[src/rtl/pipeline_drain_buf_pkg.sv]
// Shared definitions for the pipeline drain buffer: default parameters,
// width helpers and the per-cycle event bundle.
package pipeline_drain_buf_pkg;

  localparam int DEF_LATENCY = 4;
  localparam int DEF_WIDTH   = 8;
  localparam int DEF_DEPTH   = 8;

  typedef struct packed {
    logic issue;
    logic arrive;
    logic pop;
  } drain_ev_t;

  function automatic int clog2(input int n);
    int r;
    r = 0;
    for (int i = 0; i < 31; i++) begin
      if ((1 << i) < n) r = i + 1;
    end
    return r;
  endfunction

  function automatic bit is_pow2(input int n);
    return (n > 0) && ((n & (n - 1)) == 0);
  endfunction

endpackage

[src/rtl/pipeline_valid_track.sv]
// Resettable 1-bit shadow of the external pipeline: marks which cycles carry
// a result that was actually issued.
module pipeline_valid_track #(
  parameter int LATENCY = 4
) (
  input  logic i_clk,
  input  logic i_rst,
  input  logic i_fire,
  output logic o_arr
);

  logic [LATENCY-1:0] stage;

  if (LATENCY == 1) begin : g_one
    always_ff @(posedge i_clk) begin
      if (i_rst) stage <= '0;
      else       stage <= i_fire;
    end
  end else begin : g_multi
    always_ff @(posedge i_clk) begin
      if (i_rst) stage <= '0;
      else       stage <= {stage[LATENCY-2:0], i_fire};
    end
  end

  assign o_arr = stage[LATENCY-1];

endmodule

[src/rtl/pipeline_drain_buf.sv]
// Credit-protected catch FIFO behind a reset-less fixed-latency datapath;
// credits guarantee every issued result has a slot when it emerges.
module pipeline_drain_buf
  import pipeline_drain_buf_pkg::*;
#(
  parameter int LATENCY = DEF_LATENCY,
  parameter int WIDTH   = DEF_WIDTH,
  parameter int DEPTH   = DEF_DEPTH
) (
  input  logic                         i_clk,
  input  logic                         i_rst,
  input  logic                         i_issue_valid,
  output logic                         o_issue_ready,
  input  logic [WIDTH-1:0]             i_pipe_data,
  output logic                         o_valid,
  output logic [WIDTH-1:0]             o_data,
  input  logic                         i_ready,
  output logic [clog2(DEPTH+1)-1:0]    o_count,
  output logic                         o_overflow
);

  localparam int CW = clog2(DEPTH + 1);
  localparam int PW = clog2(DEPTH);

  if (LATENCY < 1 || DEPTH < 2 || !is_pow2(DEPTH)) begin : g_param_err
    $error("pipeline_drain_buf: illegal LATENCY/DEPTH");
  end

  logic [CW-1:0]    cred;
  logic [CW-1:0]    count;
  logic [PW-1:0]    wr_ptr;
  logic [PW-1:0]    rd_ptr;
  logic [WIDTH-1:0] mem [DEPTH];
  logic             arr;
  logic             full;
  logic             ovf;
  drain_ev_t        ev;

  assign full = (count == CW'(DEPTH));

  always_comb begin
    ev        = '0;
    ev.issue  = i_issue_valid && o_issue_ready;
    ev.pop    = o_valid && i_ready;
    ev.arrive = arr && !full;
  end

  pipeline_valid_track #(
    .LATENCY (LATENCY)
  ) u_track (
    .i_clk  (i_clk),
    .i_rst  (i_rst),
    .i_fire (ev.issue),
    .o_arr  (arr)
  );

  always_ff @(posedge i_clk) begin
    if (i_rst) begin
      cred <= CW'(DEPTH);
    end else begin
      case ({ev.issue, ev.pop})
        2'b10:   cred <= cred - 1'b1;
        2'b01:   cred <= cred + 1'b1;
        default: cred <= cred;
      endcase
    end
  end

  always_ff @(posedge i_clk) begin
    if (i_rst) begin
      wr_ptr <= '0;
      rd_ptr <= '0;
      count  <= '0;
      ovf    <= 1'b0;
    end else begin
      if (ev.arrive) wr_ptr <= wr_ptr + 1'b1;
      if (ev.pop)    rd_ptr <= rd_ptr + 1'b1;
      case ({ev.arrive, ev.pop})
        2'b10:   count <= count + 1'b1;
        2'b01:   count <= count - 1'b1;
        default: count <= count;
      endcase
      // Only reachable if the credit accounting is broken; the write is dropped.
      if (arr && full) ovf <= 1'b1;
    end
  end

  always_ff @(posedge i_clk) begin
    if (ev.arrive) mem[wr_ptr] <= i_pipe_data;
  end

  assign o_issue_ready = (cred != '0);
  assign o_valid       = (count != '0);
  assign o_data        = mem[rd_ptr];
  assign o_count       = count;
  assign o_overflow    = ovf;

endmodule

[config.mk]
export PLATFORM = sky130hd
export DESIGN_NAME = pipeline_drain_buf
export DESIGN_NICKNAME = d
export VERILOG_FILES = /design/src/rtl/pipeline_drain_buf_pkg.sv /design/src/rtl/pipeline_valid_track.sv /design/src/rtl/pipeline_drain_buf.sv
export SDC_FILE = /design/constraint.sdc
export NUM_CORES = 1
export LEC_CHECK = 0
export BUFFER_PORTS_ARGS = -buffer_cell sky130_fd_sc_hd__buf_2
export CAP_MARGIN = 15
export CORE_UTILIZATION = 25
export CTS_BUF_LIST = sky130_fd_sc_hd__clkbuf_8
export CTS_CLUSTER_SIZE = 16
export DETAILED_ROUTE_END_ITERATION = 8
export GPL_TIMING_DRIVEN = 0
export PLACE_DENSITY = 0.44
export SLEW_MARGIN = 20
export SYNTH_ARGS = -nofsm -noshare
export SYNTH_HDL_FRONTEND = slang
export SYNTH_HIERARCHICAL = 1
export SYNTH_SLANG_ARGS = --single-unit
export TNS_END_PERCENT = 100
[constraint.sdc]
create_clock -name i_clk -period 2.2 [get_ports i_clk]
set_clock_uncertainty 0.1 [all_clocks]
set_input_delay 0.11 -clock i_clk [delete_from_list [all_inputs] [get_ports i_clk]]
set_output_delay 0.11 -clock i_clk [all_outputs]
set_load 0.03 [all_outputs]
# Word-level counts from Yosys, hierarchy flattened
# Memory sizes are Yosys's and may differ from the RTL's. A register that Yosys moved wholly into a read port is not among the register bits.
# Cells that the tools add are included.
[classes]
n_mux = 6
reduce_logical = 9
addsub = 6
n_eq_ne = 5
[op_table]
columns = ["op", "n"]
rows = [
  ["4-bit one-hot mux with 2 select lines", 2],
  ["4-bit by 1-bit adder with 4-bit output (second input constant)", 2],
  ["4-bit nonzero test", 2],
  ["4-bit by 1-bit subtractor with 4-bit output (second input constant)", 2],
  ["3-bit by 1-bit adder with 3-bit output (second input constant)", 2],
  ["3-bit 2-to-1 mux", 2],
  ["2-bit by 1-bit == test with 1-bit output (second input constant)", 2],
  ["2-bit == test (second input constant)", 2],
  ["4-bit == test (second input constant)", 1],
  ["1-bit logical AND", 4],
  ["2-bit nonzero test", 2],
  ["1-bit 2-to-1 mux", 2],
  ["1-bit logical NOT", 1],
]
[word_totals]
elab_cells = 33
ram_bits = 64
regBits = 19
n_memories = 1
in_bits = 12
output_inout_bits = 15
[memory_table]
columns = ["name", "depth", "width", "read_ports", "rd_clocked_by_memory_dff", "write_ports", "line", "rtl"]
rows = [
  ["mem", 8, 8, 1, 1, 1, "pipeline_drain_buf.sv:33", "logic [WIDTH-1:0] mem [DEPTH];"],
]

# Longest topological paths before layout
# Gate-level depths: netlist of run 1.
[depth]
word_depth = 5
ltp_mapped = 10
mapped_depth_nobuf = 10

# Hierarchy
# The synthesis of run 1 kept the hierarchy.
[by_module_without_submodules]
columns = ["mod", "seq_area_each_um2", "area_per_inst_um2", "cells_per_inst", "n_inst"]
rows = [
  ["pipeline_drain_buf", 2282.2, 3423.3, 202, 1],
  ["pipeline_valid_track", 80.1, 105.1, 8, 1],
]

# Least setup slack after synthesis of run 1
# OpenSTA, ideal clock, no wires.
[synth_path]
kind = "register to register"
from = "register count[0], in the netlist o_count[0]"
to = "register count[3], in the netlist o_count[3]"
setup_ps = 121
path_slack_ps = -532
t_required_ps = 1979
n_path_buf = 0
stages_incl_launch_ff = 8
arrival_ps = 2511
path_cell_list = "dfxtp_1 -> or4_4 -> nand2_1 -> inv_1 -> ha_1 -> or3_1 -> o32ai_1 -> mux2_2"
[synth_rtl]
columns = ["item", "line", "rtl"]
rows = [
  ["from (decl)", "pipeline_drain_buf.sv:30", "logic [CW-1:0] count;"],
  ["from (signal assigned)", "pipeline_drain_buf.sv:79", "2'b10: count <= count + 1'b1;"],
  ["from (signal assigned)", "pipeline_drain_buf.sv:80", "2'b01: count <= count - 1'b1;"],
  ["from (signal assigned)", "pipeline_drain_buf.sv:81", "default: count <= count;"],
]

==> results of run 1 <==
## sequential cells by signal (all words and copies together) (netlist names), named ones only
name	count
o_count	4
o_overflow	1
mem	64
rd_ptr	3
wr_ptr	3
cred	4
u_track/stage	4
## power by group
group	switching (W)	total (W)	internal (W)	leakage, nW
clock network	0.000561	0.00109	0.000526	0.0937
logic	0.000380	0.000822	0.000442	0.731
registers	0.0000533	0.00185	0.00180	0.759
total	0.000994	0.00376	0.00277	1.58
## layout by cell type, fill, tap and decap left out, drive strengths merged, types with 3 or more instances in the layout
cell	n
clkbuf	12
nand2	6
dlygate4sd3	11
nor3	4
mux2	9
inv	6
edfxtp	64
nand3	6
nor2b	9
xor2	8
nor2	20
a21oi	7
ha	8
mux2i	3
buf	51
dfxtp	22
mux4	16
## final cells by class
cell class,instances,area share (%)
buffer,7,1.18
clock buffer,9,2.71
clock inverter,7,1.56
inverter,4,0.494
multi-input combinational,111,26.7
sequential,86,52.3
tap,180,4.94
timing repair buffer,58,10.2
## worst min path at each step
| stage | from | end | slack, ns |
|---|---|---|---|
| after floorplan | i_rst | u_track/stage[0]$_SDFF_PP0_ | 0.08 |
| after global placement | i_rst | u_track/stage[2]$_SDFF_PP0_ | 0.23 |
| after detailed placement | i_rst | u_track/stage[3]$_SDFF_PP0_ | 0.24 |
| after CTS | i_rst | register | 0.18 |
| after global routing | i_rst | register | 0.21 |
| final | i_rst | register | 0.17 |
## kinds of logic after synthesis
family,Yosys count
mux,28
fa+ha+maj,9
flops,86
compound gates,12
buf+inv,13
xor+xnor,9
simple gates,53
## critical path, delay by kind of cell, from the launching register on
family	cells	cell delay, ns
and+or+nand+nor	3	0.97
adders and majority gates	2	0.33
AOI/OAI and AO/OA	2	0.23
buffers and inverters	1	0.05
DFF	1	0.36
xor gates and xnor gates	2	0.24
## stage by stage
| stage | area, um2 | TNS (ns) | hold slack (ns) | std cells |
|---|---|---|---|---|
| after floorplan | 3630 | -0.609 | 0.0816 | 210 |
| after global placement | 3980 | -16.81 | 0.234 | 416 |
| after detailed placement | 4050 | -0.819 | 0.238 | 421 |
| after CTS | 4520 | -0.539 | 0.183 | 461 |
| after global routing | 4560 | -0.627 | 0.208 | 462 |
| final | 4560 | -0.346 | 0.165 | 462 |
## per-layer routing
metal	track usage (%)	up-vias	routed length (um)
met4	3.63	0	120
met2	16.1	36	3110
met5	0	-	0
met3	3.68	9	224
met1	13.2	970	3360
li1	-	936	-
## repair_timing
| action | 4_1_cts | 5_1_grt |
|---|---|---|
| buffers inserted | 13 | 2 |
| hold buffers | 11 | 0 |
| pin swaps | 5 | 8 |
| gates cloned | 1 | 0 |
| resized for setup | 22 | 30 |
| endpoints found under the setup margin | 13 | 12 |
| endpoints found under the hold margin | 70 | 0 |
==> impl_metrics.toml, run 1 <==
[yosys]
yosys.cell_types.count = 32
synth_area_mm2 = 0.00353
syn_nets = 231
synth_ff_type = "edfxtp_1"
synth_fa_ha_area_share_pct = 3.40
synth_xor_area_share_pct = 2.23
synth_edf_count = 64
synth_mux_area_share_pct = 15.6
avgSynthCellArea_um2 = 16.8
yosys_warnings = 6
synth-compound-area-share_pct = 1.95
yosys-top-cells-area = "edfxtp_1, dfxtp_1, mux4_1"
async_flop_share_pct = 0
synth-simple-area-share_pct = 7.70
synth_top_family_by_area = "multiplexers"
synth_most_common_cell = "edfxtp_1"
yosysTopAreaCell = "edfxtp_1"
synthTopCellsByCount = "edfxtp_1, dfxtp_1, nor2_1"
ys_seq_area_share_pct = 67.0
synth_cells = 210
synth_top_area_share_pct = 54.5
ys_ff_latch = 86

[min_path]
hold_path_class = "input port to register"
min_path_cells = 3

[floorplanning]
rows = 43
io_pins = 27
start_util_pct = 25.5
die_area_mm2 = 0.0146
die_x_um = 121
coreArea_mm2 = 0.0138
fp.dieH_um = 121

[finish]
multiInputGateArea_mm2 = 0.00122
fillers = 1365
regArea_mm2 = 0.00238
utilization_pct = 33.0
nNetsFinal = 298
drive_gt1_share_pct = 42.2
syn_to_final_growth_pct = 29.3
num_antenna_cells = 0

[clock_network]
clk_latency_ns = 0.35
clkSinkCount = 86
cts_tree = "yes"
htree_levels = 3
numCtsBuffers = 9
cts.path.max_buffers = 2
root_buffer = "clkbuf_8"
path_clk_slew_ns = 0.08

[timing]
finalWorstSetupSlack_ns = -0.141
hold_viol_final = 0
worst_pin_slew_ns = 0.751
setup_viol = 3
rsz0062_at_grt = "yes"
drv_slew = 0
post-route-period-util_pct = 106
min_period_ns = 2.34
slew_headroom_pct = 50.0
max_freq_mhz = 427

[drt]
vias = 1951
wl_um = 6820
ant_nets = 0
drtIter0Drc = 169
drt_pass1_iterations = 3
wire_per_inst_um = 14.8
viasPerCell = 4.22
drc = 0

[critical_path]
startpoint = "o_count[0]$_SDFFE_PP0P_"
path_common_cell = "xor2_1"
cp.arrival_ns = 2.52
crit_end = "o_count[2]$_SDFFE_PP0P_"
worstPathRequired_ns = 2.38
reg2reg_depth = 10
path_cells = "or4_4 -> nand2_4 -> inv_6 -> ha_4 -> xor2_1 -> ha_2 -> a21oi_2 -> xor2_1 -> or3_1 -> a21oi_1"
cp-end-kind = "register"
r2r-start = "o_count[0]$_SDFFE_PP0P_"
crit_fanout = 4
critical-path-slowest-cell = "or4_4"
r2r_setup_slack_ns = -0.14
slowest_delay_ns = 0.56
crit_type = "register to register"
cp-start-kind = "register"
timing.rr.end = "o_count[2]$_SDFFE_PP0P_"

[global_route]
grt_pass1_vias = 2015
grt_max_degree = 16
antenna_found_initial = 0
grt_pass1_wl_um = 10800
track_usage_pct = 10.3
grt-ovfl-total = 0

[placement]
place_congestion = 0.718
dp_hpwl_um = 4480
pre_cts_ws_ns = -0.306
port_buffers = 26

[pwr]
power.leakage_nw = 1.58
power.density_mw_per_mm2 = 825
power_w = 0.00376
vdd_drop_max_mv = 0.324

[status]
outcome = "complete, but fails checks"
violations = "negative setup slack"

[job]
maxCapViolCount = 0
Note: power is estimated with default switching activity, not from simulation.
==> run 2: changes to the inputs <==
--- a/config.mk
+++ b/config.mk
@@ -13,6 +13,7 @@
 export DETAILED_ROUTE_END_ITERATION = 8
 export GPL_TIMING_DRIVEN = 0
 export PLACE_DENSITY = 0.44
+export RECOVER_POWER = 25
 export SLEW_MARGIN = 20
 export SYNTH_ARGS = -nofsm -noshare
 export SYNTH_HDL_FRONTEND = slang
==> constraint.sdc (replaced) <==
create_clock -name i_clk -period 2.2 [get_ports i_clk]
set_clock_uncertainty 0.1 [all_clocks]
set_input_delay 0.11 -clock i_clk [delete_from_list [all_inputs] [get_ports i_clk]]
set_output_delay 0.11 -clock i_clk [all_outputs]
set_load 0.01 [all_outputs]
==> run 2 against run 1 <==
Effect of this change:
- the run still ends with negative setup slack left
- critical path depth fell by 3
- non-clock buffer count down 2
- count of clock-buffer cells in the layout is the same
- via count rose by 0.77%
- cell area shrank 1.9%
- final cell count is 0.43% lower
==> impl_metrics.toml, run 2 (synthesis results as in run 1) <==
[finish]
num_antenna_cells = 0
regMostFlops = "mem"
design_area_mm2 = 0.00448
syn_to_final_growth_pct = 26.8
nNetsFinal = 296
instances_no_fill = 460
utilization_pct = 32.4
final_cell_mix = "edfxtp_1, buf_2, buf_4"
largest_reg_flops = 64
final_common_cell = "edfxtp_1"
drive_gt1_share_pct = 36.1
fillers = 1362

[global_route]
antenna_found_initial = 0
grt-ovfl-total = 0
track_usage_pct = 10.7
grt_max_degree = 15
grt_pass1_vias = 2055
grt_pass1_wl_um = 11300

[critical_path]
worstPathRequired_ns = 2.34
reg2reg_depth = 7
cp-end-kind = "register"
r2r_setup_slack_ns = -0.16
cp-start-kind = "register"
cp.arrival_ns = 2.50
crit_type = "register to register"
timing.rr.end = "o_count[3]$_SDFFE_PP0P_"
r2r-start = "o_count[1]$_SDFFE_PP0P_"
crit_fanout = 6

[clock_network]
clk_latency_ns = 0.36
clkSinkCount = 86
cts_tree = "yes"
cts.path.max_buffers = 2
path_clk_slew_ns = 0.08
numCtsBuffers = 9
htree_levels = 3
root_buffer = "clkbuf_8"

[timing]
max_freq_mhz = 424
post-route-period-util_pct = 107
slew_headroom_pct = 53.7
hold_viol_final = 0
setup_viol = 3
tns_ns = -0.413
drv_slew = 0
rsz0062_at_grt = "yes"
worst_pin_slew_ns = 0.694
finalWorstSetupSlack_ns = -0.159
min_period_ns = 2.36

[pwr]
vdd_drop_max_mv = 0.357
power.leakage_nw = 1.54
power_w = 0.00353
power.density_mw_per_mm2 = 789

[placement]
port_buffers = 26
dp_hpwl_um = 4580
place_area_mm2 = 0.00406
dp_cells = 422
place_congestion = 0.675

[drt]
wl_um = 7260
drt_pass1_iterations = 4
ant_nets = 0
viasPerCell = 4.27
drc = 0
wire_per_inst_um = 15.8
drtIter0Drc = 156
vias = 1966

[status]
violations = "negative setup slack"
outcome = "complete, but fails checks"

[floorplanning]
rows = 43
die_area_mm2 = 0.0146
die_x_um = 121
fp.dieH_um = 121
start_util_pct = 25.5
io_pins = 27
coreArea_mm2 = 0.0138

[min_path]
min_path_cells = 3
min-delay-start = "i_rst"
hold_path_class = "input port to register"
min_to = "o_count[2]$_SDFFE_PP0P_"

[job]
maxCapViolCount = 0
[run 2: changes by cell type in the layout (fill, tap and decap cells not counted), moves of 2 or more]
cell and delta:
mux4_1 +8, mux4_2 -8, buf_6 -6, clkbuf_1 +6, mux2_2 +4, mux2_4 -4
buf_4 -3, buf_2 +2
[run 2: metal layers]
metal  GRT usage (%)  wire, um
met1            13.2      3390
met2            17.7      3550
met3            3.54       238
met4            3.47        78
met5               0         0
[run 2: stage by stage]
step	setup WS, ns	hold WS [ns]
detailed placement	-0.254	0.244
global route	-0.298	0.219
finish	-0.159	0.172
global placement	-0.844	0.234
CTS	-0.174	0.168
floorplan	-0.146	0.0816
[run 2: what timing repair did]
item / 4_1_cts / 5_1_grt
hold buffers: 11 / 0
endpoints found under the hold margin: 70 / 0
gates resized for setup: 13 / 10
pin swaps: 9 / 6
buffers inserted: 10 / 3
setup endpoints to repair: 28 / 11
[run 2: worst max path at each step]
stage,cells after the start,slack (ns),to,start
floorplan,10,-0.15,o_count[2]$_SDFFE_PP0P_,o_count[1]$_SDFFE_PP0P_
global placement,4,-0.84,mem[0][2]$_DFFE_PP_,o_count[2]$_SDFFE_PP0P_
detailed placement,10,-0.25,o_count[2]$_SDFFE_PP0P_,o_count[1]$_SDFFE_PP0P_
CTS,10,-0.17,o_count[2]$_SDFFE_PP0P_,o_count[1]$_SDFFE_PP0P_
global route,10,-0.30,o_count[2]$_SDFFE_PP0P_,o_count[1]$_SDFFE_PP0P_
finish,7,-0.16,o_count[3]$_SDFFE_PP0P_,o_count[1]$_SDFFE_PP0P_
[run 2: critical path: stages, from the launching register on]
cell and delay (ns):
dfxtp_4 0.37, or4b_4 0.53, buf_6 0.15, nand2_8 0.06, ha_4 0.23, or3_1 0.36
o32ai_2 0.12, mux2_4 0.33
[run 2: cell type report]
cell class	instances	area (um2)	area share [%]
Clock buffer	9	124	2.77
Multi-Input combinational cell	111	1250	27.9
Clock inverter	7	41.3	0.923
Timing Repair Buffer	56	372	8.30
Tap cell	180	225	5.03
Inverter	4	22.5	0.503
Sequential cell	86	2380	53.2
Buffer	7	61.3	1.37
[run 2: power by group]
group | switching (W) | leakage (nW) | internal [W]
clock network | 0.000563 | 0.0842 | 0.000402
registers | 0.0000548 | 0.759 | 0.00180
logic | 0.000318 | 0.693 | 0.000392
==> run 3: changes to the inputs <==
--- a/config.mk
+++ b/config.mk
@@ -8,7 +8,6 @@
 export BUFFER_PORTS_ARGS = -buffer_cell sky130_fd_sc_hd__buf_2
 export CAP_MARGIN = 15
 export CORE_UTILIZATION = 25
-export CTS_BUF_LIST = sky130_fd_sc_hd__clkbuf_8
 export CTS_CLUSTER_SIZE = 16
 export DETAILED_ROUTE_END_ITERATION = 8
 export GPL_TIMING_DRIVEN = 0
==> run 3 against run 2 <==
Effect of this change:
- final cell count decreased by 0.87%
- sequential share of layout area decreased by 0.97 points
- global-route usage is essentially flat
- utilization up 0.53 points
- the flow still finishes with violations (negative setup slack)
- register-to-register slack about the same
==> impl_metrics.toml, run 3 (synthesis results as in run 1) <==
[clock_network]
cts.path.max_buffers = 2
path_clk_slew_ns = 0.06
cts_tree = "yes"
htree_levels = 3
clkSinkCount = 86
clk_latency_ns = 0.34
root_buffer = "clkbuf_16"
numCtsBuffers = 9

[timing]
setup_viol = 3
worst_pin_slew_ns = 0.693
finalWorstSetupSlack_ns = -0.152
hold_viol_final = 0
rsz0062_at_grt = "yes"
holdWs_ns = 0.000529
slew_headroom_pct = 53.8
max_freq_mhz = 425
drv_slew = 0
min_period_ns = 2.35
post-route-period-util_pct = 107

[critical_path]
reg2reg_depth = 7
crit_type = "register to register"
crit_fanout = 6
worstPathRequired_ns = 2.32
cp-start-kind = "register"
path_cells = "or4b_4 -> buf_6 -> nand2_8 -> ha_4 -> or3_1 -> o32ai_2 -> mux2_4"
r2r_setup_slack_ns = -0.15
cp.arrival_ns = 2.48
cp.buffers_inverters = 1
critical-path-slowest-cell = "or4b_4"
cp_top_family = "simple AND/OR/NAND/NOR gates"
r2r-start = "o_count[1]$_SDFFE_PP0P_"
slowest_delay_ns = 0.53
cp-end-kind = "register"
timing.rr.end = "o_count[3]$_SDFFE_PP0P_"

[floorplanning]
io_pins = 27
die_area_mm2 = 0.0146
die_x_um = 121
coreArea_mm2 = 0.0138
start_util_pct = 25.5
fp.dieH_um = 121
rows = 43

[status]
violations = "negative setup slack"
outcome = "complete, but fails checks"

[finish]
nNetsFinal = 292
largest_reg_flops = 64
final_common_cell = "edfxtp_1"
design_area_mm2 = 0.00455
final_cell_mix = "edfxtp_1, buf_2, nor2_1, dfxtp_1"
utilization_pct = 32.9
drive_gt1_share_pct = 34.8
num_antenna_cells = 0
syn_to_final_growth_pct = 28.9
instances_no_fill = 456
regMostFlops = "mem"

[drt]
drtIter0Drc = 142
ant_nets = 0
vias = 1955
viasPerCell = 4.29
wire_per_inst_um = 15.6
wl_um = 7130
drc = 0
drt_pass1_iterations = 4

[global_route]
antenna_found_initial = 0
grt_max_degree = 15
grt_pass1_wl_um = 11200
track_usage_pct = 10.7
grt_pass1_vias = 2038
grt-ovfl-total = 0

[pwr]
vdd_drop_max_mv = 0.431
power.leakage_nw = 1.56
power_w = 0.00389
power.density_mw_per_mm2 = 855

[placement]
dp_cells = 422
place_area_mm2 = 0.00406
port_buffers = 26
dp_hpwl_um = 4580
place_congestion = 0.675

[min_path]
min_path_cells = 3
hold_path_class = "input port to register"
min-delay-start = "i_ready"

[job]
maxCapViolCount = 0
-- run 3: area by class of cell --
class / count / area (um2)
flip-flops and latches: 86 / 2380
inverters: 4 / 22.5
plain buffers: 8 / 65.1
fillers: 1348 / 9280
clock buffers: 10 / 229
multi-input cells: 111 / 1260
well taps: 180 / 225
clock inverters: 6 / 37.5
repair buffers: 51 / 330
-- run 3: how the worst max path moves through the flow --
stage | depth (start not counted) | start | to | slack [ns]
after global routing | 10 | o_count[1]$_SDFFE_PP0P_ | o_count[2]$_SDFFE_PP0P_ | -0.29
after detailed placement | 10 | o_count[1]$_SDFFE_PP0P_ | o_count[2]$_SDFFE_PP0P_ | -0.25
final | 7 | o_count[1]$_SDFFE_PP0P_ | o_count[3]$_SDFFE_PP0P_ | -0.15
after global placement | 4 | o_count[2]$_SDFFE_PP0P_ | mem[0][2]$_DFFE_PP_ | -0.84
after CTS | 10 | o_count[1]$_SDFFE_PP0P_ | o_count[2]$_SDFFE_PP0P_ | -0.17
after floorplan | 10 | o_count[1]$_SDFFE_PP0P_ | o_count[2]$_SDFFE_PP0P_ | -0.15
-- run 3: per-stage QoR --
stage / TNS, ns / setup slack (ns)
final: -0.390 / -0.152
after global routing: -0.715 / -0.287
after CTS: -0.461 / -0.166
after detailed placement: -1.08 / -0.254
after global placement: -19.49 / -0.844
after floorplan: -0.329 / -0.146
-- run 3: where the power goes --
group          internal (W)  leakage [nW]  total [W]  switching [W]
clock network      0.000760         0.126    0.00136       0.000601
registers           0.00180         0.757    0.00186      0.0000624
logic              0.000363         0.680   0.000666       0.000304
total               0.00292          1.56    0.00389       0.000968
-- run 3: metal layers --
layer  global-route usage (%)  routed length (um)
met1                     12.9                3330
met5                        0                   0
met2                     17.8                3470
met4                     2.78                  78
met3                     4.10                 249
-- run 3: timing repair --
action                                  CTS  global route
gates resized for setup                  12             7
pin swaps                                 9             6
endpoints found under the setup margin   28            15
setup buffers                             9             1
hold buffers                              9             0
endpoints found under the hold margin    68             0
gates cloned                              0             0
-- run 3: tightest hold or removal path: cells and delay by family --
family | cells | cell delay (ns)
buffers and inverters | 1 | 0.13
AND/OR/NAND/NOR | 1 | 0.08
AO/OA/AOI/OAI | 1 | 0.07
